File: config.mk
export PLATFORM = sky130hd
export DESIGN_NAME = change_dispenser
export DESIGN_NICKNAME = d
export VERILOG_FILES = /design/src/rtl/change_disp_pkg.sv /design/src/rtl/change_dispenser_timer.sv /design/src/rtl/change_dispenser.sv
export SDC_FILE = /design/constraint.sdc
export NUM_CORES = 1
export LEC_CHECK = 0
export BUFFER_PORTS_ARGS = -buffer_cell sky130_fd_sc_hd__clkbuf_2
export CORE_MARGIN = 2
export CORE_UTILIZATION = 35
export DETAILED_ROUTE_END_ITERATION = 6
export PLACE_DENSITY = 0.66
export SLEW_MARGIN = 25
export SYNTH_ARGS = -nofsm -noshare
export SYNTH_HDL_FRONTEND = slang
export SYNTH_SLANG_ARGS = --single-unit
export TNS_END_PERCENT = 5
File: constraint.sdc
create_clock -name clk -period 1.9 [get_ports clk]
set_input_delay 0.095 -clock clk [delete_from_list [all_inputs] [get_ports clk]]
set_output_delay 0.095 -clock clk [all_outputs]
set_load 0.01 [all_outputs]
File: src/rtl/change_disp_pkg.sv
// Shared types and constants for the change dispenser: FSM states, hopper coin
// bus encoding and the value of each coin in 5-unit steps.
package change_disp_pkg;

  typedef enum logic [2:0] {
    S_IDLE,
    S_WAIT_ACK,
    S_GAP,
    S_DONE,
    S_ERR
  } disp_state_t;

  localparam logic [1:0] COIN_NONE = 2'b00;
  localparam logic [1:0] COIN_5    = 2'b10;
  localparam logic [1:0] COIN_10   = 2'b11;

  localparam int unsigned UNITS_5  = 1;
  localparam int unsigned UNITS_10 = 2;

endpackage

File: src/rtl/change_dispenser_timer.sv
// disp_timer: loadable down-counter shared by the inter-coin gap and the ack timeout.
// expire is high while the count sits at zero.
module disp_timer #(
  parameter int unsigned W = 3
) (
  input  logic         clk,
  input  logic         rst,
  input  logic         load,
  input  logic [W-1:0] load_val,
  output logic         expire
);

  logic [W-1:0] count;

  always_ff @(posedge clk or posedge rst) begin
    if (rst) begin
      count <= '0;
    end else if (load) begin
      count <= load_val;
    end else if (count != '0) begin
      count <= count - 1'b1;
    end
  end

  assign expire = (count == '0);

endmodule

File: src/rtl/change_dispenser.sv
// Refund coin dispenser: greedy 10-unit coins then one 5-unit coin, each held until hopper ack.
// Optional ack timeout with retries enabled by defining COIN_DISP_TIMEOUT_EN.
module change_dispenser
  import change_disp_pkg::*;
#(
  parameter int unsigned AMT_W       = 4,
  parameter int unsigned ACK_TIMEOUT = 1024,
  parameter int unsigned GAP_CYCLES  = 4,
  parameter int unsigned MAX_RETRY   = 2
) (
  input  logic             clk,
  input  logic             rst,
  input  logic             req_valid,
  input  logic [AMT_W-1:0] req_amount,
  output logic             req_ready,
  output logic [1:0]       coin_out,
  input  logic             coin_ack,
  output logic [AMT_W-1:0] remaining,
  output logic             busy,
  output logic             done,
  output logic             error,
  input  logic             err_clr
);

`ifdef COIN_DISP_TIMEOUT_EN
  localparam int unsigned TMR_MAX = (ACK_TIMEOUT > GAP_CYCLES) ? ACK_TIMEOUT : GAP_CYCLES;
  localparam int unsigned RETRY_W = $clog2(MAX_RETRY + 2);
`else
  localparam int unsigned TMR_MAX = GAP_CYCLES;
`endif
  localparam int unsigned TMR_W = $clog2(TMR_MAX + 1);
  // Timer expires on its load value + 1'th cycle, so load N-1 for an N-cycle window.
  localparam logic [TMR_W-1:0] GAP_LOAD = TMR_W'(GAP_CYCLES - 1);
`ifdef COIN_DISP_TIMEOUT_EN
  localparam logic [TMR_W-1:0] ACK_LOAD = TMR_W'(ACK_TIMEOUT - 1);
`else
  localparam logic [TMR_W-1:0] ACK_LOAD = GAP_LOAD;
`endif

  disp_state_t      state, state_n;
  logic [1:0]       coin_n;
  logic [AMT_W-1:0] rem_n;
  logic             tmr_load;
  logic [TMR_W-1:0] tmr_val;
  logic             tmr_expire;

  function automatic logic [1:0] pick_coin(input logic [AMT_W-1:0] amt);
    return (amt >= AMT_W'(UNITS_10)) ? COIN_10 : COIN_5;
  endfunction

  disp_timer #(.W(TMR_W)) u_timer (
    .clk      (clk),
    .rst      (rst),
    .load     (tmr_load),
    .load_val (tmr_val),
    .expire   (tmr_expire)
  );

`ifdef COIN_DISP_TIMEOUT_EN
  logic [RETRY_W-1:0] retry, retry_n;
`endif

  always_comb begin
    state_n  = state;
    coin_n   = coin_out;
    rem_n    = remaining;
    tmr_load = 1'b0;
    tmr_val  = GAP_LOAD;
`ifdef COIN_DISP_TIMEOUT_EN
    retry_n  = retry;
`endif
    case (state)
      S_IDLE: begin
        if (req_valid && req_ready) begin
          rem_n = req_amount;
          if (req_amount == '0) begin
            state_n = S_DONE;
          end else begin
            state_n  = S_WAIT_ACK;
            coin_n   = pick_coin(req_amount);
            tmr_load = 1'b1;
            tmr_val  = ACK_LOAD;
`ifdef COIN_DISP_TIMEOUT_EN
            retry_n  = '0;
`endif
          end
        end
      end
      S_WAIT_ACK: begin
        // An ack coinciding with timer expiry takes priority over the timeout.
        if (coin_ack) begin
          rem_n    = remaining - ((coin_out == COIN_10) ? AMT_W'(UNITS_10) : AMT_W'(UNITS_5));
          coin_n   = COIN_NONE;
          tmr_load = 1'b1;
          tmr_val  = GAP_LOAD;
          state_n  = (rem_n == '0) ? S_DONE : S_GAP;
`ifdef COIN_DISP_TIMEOUT_EN
          retry_n  = '0;
        end else if (tmr_expire) begin
          coin_n  = COIN_NONE;
          retry_n = retry + 1'b1;
          if (retry_n == RETRY_W'(MAX_RETRY + 1)) begin
            state_n = S_ERR;
          end else begin
            state_n  = S_GAP;
            tmr_load = 1'b1;
            tmr_val  = GAP_LOAD;
          end
`endif
        end
      end
      S_GAP: begin
        if (tmr_expire) begin
          state_n  = S_WAIT_ACK;
          coin_n   = pick_coin(remaining);
          tmr_load = 1'b1;
          tmr_val  = ACK_LOAD;
        end
      end
      S_DONE: begin
        state_n = S_IDLE;
      end
      S_ERR: begin
        coin_n = COIN_NONE;
        if (err_clr) begin
          state_n = S_IDLE;
          rem_n   = '0;
        end
      end
      default: begin
        state_n = S_IDLE;
        coin_n  = COIN_NONE;
      end
    endcase
  end

  always_ff @(posedge clk or posedge rst) begin
    if (rst) begin
      state     <= S_IDLE;
      coin_out  <= COIN_NONE;
      remaining <= '0;
    end else begin
      state     <= state_n;
      coin_out  <= coin_n;
      remaining <= rem_n;
    end
  end

`ifdef COIN_DISP_TIMEOUT_EN
  always_ff @(posedge clk or posedge rst) begin
    if (rst) begin
      retry <= '0;
    end else begin
      retry <= retry_n;
    end
  end

  assign error = (state == S_ERR);
`else
  assign error = 1'b0;
`endif

  assign req_ready = (state == S_IDLE) && !rst;
  assign busy      = (state != S_IDLE);
  assign done      = (state == S_DONE);

endmodule

==> results.toml <==
[status]
outcome = "finished clean"

[floorplan]
placementRows = 16
ios = 19
dieArea_sq_um = 2570
chipHeight_um = 50.7
start_util_pct = 38.2
core_sq_um = 2000
die_width_um = 50.7

[drt]
wl_per_cell_um = 12.3
num_vias = 655
detail_route.iter0.violations = 9
route.detailed.drc = 0
post_drt_via_cell_ratio = 5.04
first_pass_iters = 4
routed_wl_um = 1600
antenna_left = 0

[logic_synthesis]
ys_types = 35
synth_warnings = 0
synth.largest_area_cell = "dfrtp_1"
synth.top_cell.area_share_pct = 36.0
synth_area_per_cell_sq_um = 9.44
yosysSeqAreaShare_pct = 36.0
ys_seq_elements = 11
synth_cells = 81
ys_top_cells_by_area = "dfrtp_1 (36%), ha_1 (6.5%), a21oi_1 (3.9%)"
synthesis.nets = 95
syn_area_sq_um = 764

[clock_network]
cts.repair.resized = 0
clock_path_buffers = 2
htreeDepth = 1
path_clk_slew_ns = 0.08
clock-sinks = 11
cts_tree = "yes"
cts_buffers = 3
clkLatencyLatePin_ns = 0.28
clock-root-buffer = "clkbuf_4"

[sta]
rsz0062_at_grt = "false"
fin_skew_ns = 0.0102
setup_viol = 0
finalHoldViolations = 0
hold_ws_ns = 0.122
period_needed_ns = 1.73
timing.final.crit_share_pct = 91.0
setup_tns_ns = 0
layout_setup_ws_ns = 0.172
clock.fmax_ghz = 0.579
slew_violations = 0

[worst_setup_path]
ff2ff_path_depth = 6
start_kind = "register"
crit_required_ns = 2.08
worst_ep_arrival_time_ns = 1.90
cp_max_fo = 3
cp-end-kind = "register"
timing.rr.start = "coin_out[0]"
critPathKind = "register to register"
crit_start = "coin_out[0]"

[power_and_ir_drop]
p_leak_uw = 0.000438
p_per_area_nw_per_um2 = 1630
ir_worst_vdd_v = 0.000728

[grt]
grt_overflow = 0
grt_pass1_vias = 614
grt_max_degree = 12
grt_pass1_wl_um = 2730
antenna_found_initial = 0
grt_use_total_pct = 15.0

[worst_hold_path]
holdPathStages = 3
hold_class = "input pin to register"
hold_start = "req_amount[0]"

[layout]
area_growth_pct = 21.3
nets = 118
antenna_cells = 0
drive_gt1_share_pct = 29.1
nFillCells = 203
layout_common_cells = "clkbuf_2 (16), dfrtp_1 (11), inv_1 (8), nor2_1 (8), a21oi_1 (6)"
final_common_cell = "clkbuf_2"
final_cell_area_sq_um = 927
post-route-util_pct = 46.3

[job]
cap_violations = 0

[place]
io_buffers = 16
gp_congestion = 0.788
place_ws_ns = 0.118
dpl_cell_area_sq_um = 883
hpwl_um = 1260
==> state kept, by name (all words and copies together) (netlist names) <==
register / count
u_timer.count: 3
remaining: 4
state: 2
coin_out: 2
==> power breakdown <==
group          internal, uW  switching, uW
sequential              350            122
clock                  81.6           86.2
combinational           412            461
total                   843            670
==> layout make-up <==
cell class	count	area (sq um)	share of cell area, %
clock buffer	4	26.3	2.83
sequential	11	275	29.7
tap	27	33.8	3.64
inverter	8	30.0	3.24
multi-input combinational	59	442	47.6
timing repair buffer	21	120	13.0
==> synthesized netlist by cell type (all sizes together) <==
cell,instances
dfrtp,11
inv,8
nor2,8
a21oi,6
nand2,5
a211oi,4
ha,4
buf,3
nor3,3
nor4b,3
nand2b,2
nor2b,2
xnor2,2
a211o,1
a221oi,1
and2,1
and2b,1
and3b,1
conb,1
fa,1
mux2i,1
nand3,1
nand3b,1
nor3b,1
nor4,1
o211ai,1
o21ai,1
o221a,1
o22a,1
o41ai,1
or2,1
or4,1
xor2,1
==> repair_timing <==
action	in CTS	in global routing
hold endpoints to repair	11	0
setup buffers	0	1
hold buffers	1	0
endpoints found under the setup margin	0	1
==> cell families after synthesis <==
logic type | Yosys count | synth area share, %
xor gates and xnor gates | 3 | 3.44
adders and majority gates | 5 | 9.17
and+or+nand+nor | 32 | 25.5
AOI/OAI and AO/OA | 17 | 17.8
buffers and inverters | 11 | 6.22
muxes | 1 | 1.31
DFF | 11 | 36.0
other | 1 | 0.491
==> layer usage <==
layer  global-route usage [%]  vias to the layer above  part of all wire, %
met3                     4.17                        5                  5.7
met5                        0                        -                    0
li1                         -                      331                    -
met2                     22.6                       20                   45
met1                     17.8                      299                   45
met4                     12.2                        0                  3.6
==> final timing paths <==
path                                    endpoint  slack (ns)
worst max-delay path                    state[0]        0.17
worst min-delay path                remaining[0]        0.12
worst max register to register          state[0]        0.17
worst min register to register  u_timer.count[1]        0.50
max in group asynchronous            coin_out[0]        1.20
min in group asynchronous               state[0]        0.40
==> worst max-delay path, cell delays in order (launching register included) <==
cell and delay [ns]:
dfrtp_1 0.37, nand2_1 0.11, ha_1 0.22, fa_1 0.43, xor2_1 0.15, nor3_1 0.06, a211o_1 0.29
==> per-stage QoR <==
| stage | power (uW) | instances |
|---|---|---|
| floorplan | 1080 | 81 |
| global placement | 1300 | 124 |
| detailed placement | 1340 | 124 |
| CTS | 1510 | 129 |
| global route | 1660 | 130 |
| finish | 1510 | 130 |
Power figures use the tool's default switching activity.
